<file path="src/rtl/muldiv_unit.sv">
// Iterative multiply/divide engine: radix-2 shift-add multiply and restoring
// divide on operand magnitudes, followed by a single sign-correction cycle.
module muldiv_unit #(
  parameter int unsigned WIDTH = 32,
  parameter int unsigned CNT_W = $clog2(WIDTH) + 1
) (
  input  logic             clock,
  input  logic             reset,
  input  logic             start,
  input  logic             op,
  input  logic             is_signed,
  input  logic [WIDTH-1:0] op_a,
  input  logic [WIDTH-1:0] op_b,
  output logic             busy,
  output logic             done,
  output logic             div_zero,
  output logic [WIDTH-1:0] hi,
  output logic [WIDTH-1:0] lo
);

  localparam int unsigned W = WIDTH;
  localparam logic [CNT_W-1:0] LAST = CNT_W'(WIDTH - 1);

  typedef enum logic [2:0] {
    S_IDLE,
    S_PREP,
    S_RUN,
    S_FIX,
    S_DONE
  } state_t;

  state_t           state_q, state_d;
  logic             op_q, op_d;
  logic             sgn_q, sgn_d;
  logic [W-1:0]     a_q, a_d;
  logic [W-1:0]     b_q, b_d;
  logic             neg_a_q, neg_a_d;
  logic             neg_b_q, neg_b_d;
  logic [2*W-1:0]   acc_q, acc_d;
  logic [CNT_W-1:0] cnt_q, cnt_d;
  logic             dz_q, dz_d;
  logic [W-1:0]     hi_q, hi_d;
  logic [W-1:0]     lo_q, lo_d;

  logic [W:0]       psum;
  logic [W:0]       rshift;
  logic [W-1:0]     rdiff;
  logic             qbit;
  logic [2*W-1:0]   prod_fix;

  // Multiply: a_q is the LSB-first multiplier, b_q the multiplicand; the
  // W+1-bit partial sum shifts into the top of the accumulator each step.
  // Divide: a_q feeds dividend bits MSB-first into the partial remainder held
  // in acc_q[2W-1:W]; quotient bits shift into acc_q[W-1:0].
  always_comb begin
    psum     = {1'b0, acc_q[2*W-1:W]} + {1'b0, b_q & {W{a_q[0]}}};
    rshift   = {acc_q[2*W-1:W], a_q[W-1]};
    qbit     = (rshift >= {1'b0, b_q});
    // True difference is below b_q when qbit is set, so W bits suffice.
    rdiff    = rshift[W-1:0] - b_q;
    prod_fix = (neg_a_q ^ neg_b_q) ? -acc_q : acc_q;
  end

  always_comb begin
    state_d = state_q;
    op_d    = op_q;
    sgn_d   = sgn_q;
    a_d     = a_q;
    b_d     = b_q;
    neg_a_d = neg_a_q;
    neg_b_d = neg_b_q;
    acc_d   = acc_q;
    cnt_d   = cnt_q;
    dz_d    = dz_q;
    hi_d    = hi_q;
    lo_d    = lo_q;

    unique case (state_q)
      S_IDLE: begin
        if (start) begin
          op_d    = op;
          sgn_d   = is_signed;
          a_d     = op_a;
          b_d     = op_b;
          dz_d    = 1'b0;
          state_d = S_PREP;
        end
      end

      S_PREP: begin
        neg_a_d = sgn_q & a_q[W-1];
        neg_b_d = sgn_q & b_q[W-1];
        a_d     = (sgn_q && a_q[W-1]) ? -a_q : a_q;
        b_d     = (sgn_q && b_q[W-1]) ? -b_q : b_q;
        if (op_q && (b_q == '0)) begin
          dz_d    = 1'b1;
          state_d = S_DONE;
        end else begin
          acc_d   = '0;
          cnt_d   = '0;
          state_d = S_RUN;
        end
      end

      S_RUN: begin
        cnt_d = cnt_q + CNT_W'(1);
        if (!op_q) begin
          acc_d = {psum, acc_q[W-1:1]};
          a_d   = a_q >> 1;
        end else begin
          acc_d = {(qbit ? rdiff : rshift[W-1:0]), acc_q[W-2:0], qbit};
          a_d   = a_q << 1;
        end
        if (cnt_q == LAST) begin
          state_d = S_FIX;
        end
      end

      S_FIX: begin
        if (!op_q) begin
          hi_d = prod_fix[2*W-1:W];
          lo_d = prod_fix[W-1:0];
        end else begin
          lo_d = (neg_a_q ^ neg_b_q) ? -acc_q[W-1:0] : acc_q[W-1:0];
          hi_d = neg_a_q ? -acc_q[2*W-1:W] : acc_q[2*W-1:W];
        end
        state_d = S_DONE;
      end

      S_DONE: begin
        state_d = S_IDLE;
      end

      default: begin
        state_d = S_IDLE;
      end
    endcase
  end

  always_ff @(posedge clock or negedge reset) begin
    if (!reset) begin
      state_q <= S_IDLE;
      op_q    <= 1'b0;
      sgn_q   <= 1'b0;
      a_q     <= '0;
      b_q     <= '0;
      neg_a_q <= 1'b0;
      neg_b_q <= 1'b0;
      acc_q   <= '0;
      cnt_q   <= '0;
      dz_q    <= 1'b0;
      hi_q    <= '0;
      lo_q    <= '0;
    end else begin
      state_q <= state_d;
      op_q    <= op_d;
      sgn_q   <= sgn_d;
      a_q     <= a_d;
      b_q     <= b_d;
      neg_a_q <= neg_a_d;
      neg_b_q <= neg_b_d;
      acc_q   <= acc_d;
      cnt_q   <= cnt_d;
      dz_q    <= dz_d;
      hi_q    <= hi_d;
      lo_q    <= lo_d;
    end
  end

  assign busy     = (state_q != S_IDLE);
  assign done     = (state_q == S_DONE);
  assign div_zero = (state_q == S_DONE) && dz_q;
  assign hi       = hi_q;
  assign lo       = lo_q;

endmodule
</file>
<file path="config.mk">
export PLATFORM = sky130hd
export DESIGN_NAME = muldiv_unit
export DESIGN_NICKNAME = d
export VERILOG_FILES = /design/src/rtl/muldiv_unit.sv
export SDC_FILE = /design/constraint.sdc
export NUM_CORES = 1
export LEC_CHECK = 0
export ABC_AREA = 1
export CORE_MARGIN = 2
export CORE_UTILIZATION = 30
export CTS_CLUSTER_DIAMETER = 50
export DETAILED_ROUTE_END_ITERATION = 8
export HOLD_SLACK_MARGIN = 0.08
export PLACE_DENSITY_LB_ADDON = 0.25
export SYNTH_ARGS = -nofsm -noshare
export SYNTH_HDL_FRONTEND = slang
export SYNTH_SLANG_ARGS = --single-unit
</file>
<file path="constraint.sdc">
create_clock -name clock -period 3.15 [get_ports clock]
set_clock_uncertainty 0.05 [all_clocks]
set_input_delay 0.315 -clock clock [delete_from_list [all_inputs] [get_ports clock]]
set_output_delay 0.315 -clock clock [all_outputs]
set_load 0.01 [all_outputs]
</file>
==> impl_results.md <==
- Post-synth EDFFs: 0
- Number of diodes: 0
- DRT iter0 DRCs: roughly 1,800
- Detailed Route WL: around 74 mm
- Synthesized instance count: 3,048
- Gr usage total: 0.229
- Setup violations, final: 0
- Setup CP Type: reg -> reg
- Slew @ Worst Pin: between 0.7 and 0.8 ns
- Die outline width: 254 um
- Endpoint class of the critical path: flip-flop
- DP HPWL: between 50 and 60 mm
- Clock sinks: approximately 210
- Post-CTS setup buffer count: 0
- Synth Area per Inst: approximately 6.2 um2
- Initial core utilization: 0.304
- Post_cts resized: 0
- GPL Wtd Cong: between 0.9 and 1
- Post-layout minimum cycle time: between 2 and 3 ns
- Setup TNS: 0 ns
- Post-Syn Area: between 15,000 and 20,000 um2
- Dpl ws: 0.356 ns
- Final net count: roughly 3,300
- Logic gate share of total power: 0.665
- Critical-path maximum fanout: 31
- Status: completed
- Initial antenna violation count: 2
- Largest net degree at the start of global routing: 96
- Switching Fraction: 0.552
- IO Pins: about 140
- Count of different cell masters after synthesis: 64
- Die ar.: roughly 65,000 um2
- VDD IR max: 0.515 mV
- Sw Pwr: 14,900 uW
- Clk root buf: clkbuf_16
- Hold Crit Class: in -> async
- Post-route ant nets: 0
- Clk Latency, worst-skew pair: between 0.5 and 0.6 ns
- Final hold violation count: 0
- H-Tree Depth: 2
- Hold_ws: about 0.23 ns
- Avg WL per Cell: approximately 18 um
- 1st-pass router iterations: 7
- Leakage: about 0.011 uW
- Max clock buf depth: 3
- Flop pwr share: 0.183
- Max Slew Vio Count: 0
- First-pass GRT wire length: 114 mm
- Filler cell count in the final layout: a little under 7,000
- Part of the Yosys area used for sequential elements: 0.275
- Fin util: 0.366
- PwrDens: 1190 nW/um2
- RSZ-0062 raised after global routing: no
- Vias per cell: around 5
- TritonCTS Buffers: 35
- Max-slew headroom: 0.505
- Total core area: slightly above 60,000 um2
- Area added between synthesis and finish: 20.3%
- Yosys warnings: 0
- Setup crit start kind: flip-flop
- Fmax: around 350 MHz
- # DRC: 0
- Clock share of power: 0.152
- Ys async rst share: 1.00
- Max Cap Viol: 0
- Syn_nets: approximately 3,200
- Die height: between 200 and 300 um
- Fin crit share: 0.898
- Layout cells sized above 1: 0.0669
- WP data arrival: 3.22 ns
- FF+latch count, synth: 206
- Final WS setup: roughly 0.32 ns
- Ys flop type: dfrtp_1
- Via count: around 20,000
- Number of global-route vias before repair: about 19,000
- Internal: 12,100 uW
- GR Overflow Total: 0
- Number of core rows: 91
- Required @ worst endpoint: 3.54 ns
- CTS tree: done
- PortBufs: roughly 140
- Worst-path clk slew: approximately 0.060 ns
-- critical path: stages (launching register included) --
cell and delay, ns:
dfrtp_1 0.46, buf_12 0.21, nand2_1 0.13, inv_1 0.07
ha_1 0.38, nand2_1 0.13, nor2_1 0.30, and2_1 0.18
nand2_1 0.05, nand2_1 0.20, nand2_1 0.11, nand3_1 0.08
nand3_1 0.15, nand4_1 0.15, nand2_1 0.06
-- layout by cell type, fill, tap and decap left out, drive strengths merged, types with 12 or more instances in the layout --
master,n
nor3,38
nand4,64
xor2,52
o221ai,12
dfrtp,206
o211ai,21
nand2,1044
a21oi,93
o21ai,159
buf,69
a22oi,35
xnor2,20
nand3,258
o22ai,19
ha,69
clkbuf,41
clkdlybuf4s50,134
nand3b,14
nor2,328
inv,439
-- kinds of logic (layout without fill, tap and decap cells) --
family                   after synthesis  in the layout  share of synthesized area
AND/OR/NAND/NOR                     1775           1775                      0.404
buffers and inverters                521            702                      0.109
AO/OA/AOI/OAI                        403            403                      0.131
flip-flops                           206            206                      0.275
XOR/XNOR                              72             72                     0.0336
adder cells (fa/ha/maj)               71             71                     0.0482
-- stage by stage --
| stage | cell area [um2] | cells | power [uW] |
|---|---|---|---|
| 4_1_cts | 22600 | 4066 | 26900 |
| 2_1_floorplan | 18800 | 3048 | 16400 |
| 5_1_grt | 22600 | 4066 | 29300 |
| 6_report | 22600 | 4066 | 26900 |
| 3_5_place_dp | 21300 | 4003 | 22600 |
| 3_3_place_gp | 21300 | 4003 | 22700 |
-- flip-flops by register name, summed over array words and instances (netlist names) --
signal / count
neg_b_q: 1
b_q: 32
dz_q: 1
hi: 32
a_q: 32
acc_q: 64
lo: 32
state_q: 3
neg_a_q: 1
cnt_q: 6
sgn_q: 1
op_q: 1
-- what timing repair did --
item,CTS,global route
hold endpoints to repair,62,0
setup endpoints to repair,0,0
hold buffers,1,0
-- path summary, 6_finish.rpt --
kind	depth (start not counted)	startpoint	end	slack [ns]
max in group asynchronous	3	reset	acc_q[52]	2.04
setup reg to reg	14	a_q[0]	acc_q[52]	0.32
hold reg to reg	2	hi[17]	hi[17]	0.43
min in group clock	3	is_signed	sgn_q	0.28
setup / recovery	14	a_q[0]	acc_q[52]	0.32
hold / removal	2	reset	lo[17]	0.23
-- per-layer routing --
layer | up-vias | share of wire | global-route usage
li1 | 10200 | - | -
met3 | 104 | 0.057 | 0.0239
met1 | 9356 | 0.49 | 0.339
met2 | 592 | 0.43 | 0.349
met5 | - | 0.00018 | 0
met4 | 2 | 0.029 | 0.0696
-- final cells by class --
cell class | count | area [um2] | share of cell area
Sequential cell | 206 | 5160 | 0.228
Timing Repair Buffer | 204 | 1940 | 0.0859
Clock buffer | 41 | 928 | 0.0411
Multi-Input combinational cell | 2321 | 11600 | 0.512
Clock inverter | 21 | 298 | 0.0132
Tap cell | 837 | 1050 | 0.0464
Inverter | 436 | 1640 | 0.0725
-- power groups by stage --
stage	combinational [uW]	clock, uW	sequential [uW]
4_1_cts	17800	4170	4910
5_1_grt	19900	4300	5070
6_report	17900	4100	4940
2_1_floorplan	11700	0	4690
3_3_place_gp	17800	0	4930
3_5_place_dp	17700	0	4940
-- synthesized netlist by cell type, types with 6 or more instances --
| library cell | n | area share |
|---|---|---|
| dfrtp_1 | 206 | 0.27 |
| inv_1 | 422 | 0.084 |
| and2_1 | 7 | 0.0023 |
| o21bai_1 | 11 | 0.0044 |
| a22oi_1 | 35 | 0.014 |
| inv_2 | 12 | 0.0024 |
| nand2_2 | 25 | 0.0083 |
| xor2_1 | 52 | 0.024 |
| o22ai_1 | 19 | 0.0063 |
| nor3_1 | 34 | 0.0091 |
| nor2_2 | 16 | 0.0053 |
| nand3_1 | 254 | 0.068 |
| o211ai_1 | 21 | 0.0084 |
| o221ai_1 | 12 | 0.0056 |
| clkbuf_1 | 43 | 0.0086 |
| o21ai_1 | 7 | 0.0019 |
| nand4_1 | 62 | 0.021 |
| nand2_1 | 1017 | 0.20 |
| nor4_1 | 11 | 0.0037 |
| o21ai_0 | 151 | 0.040 |
| or2_2 | 6 | 0.0020 |
| a31oi_1 | 11 | 0.0037 |
| ha_1 | 69 | 0.046 |
| buf_2 | 32 | 0.0085 |
| a221oi_1 | 11 | 0.0051 |
| xnor2_1 | 20 | 0.0093 |
| nand3b_1 | 14 | 0.0056 |
| a21oi_1 | 87 | 0.023 |
| nor2_1 | 306 | 0.061 |
| a211oi_1 | 9 | 0.0036 |
No activity file was read; power rests on OpenSTA's default activity.
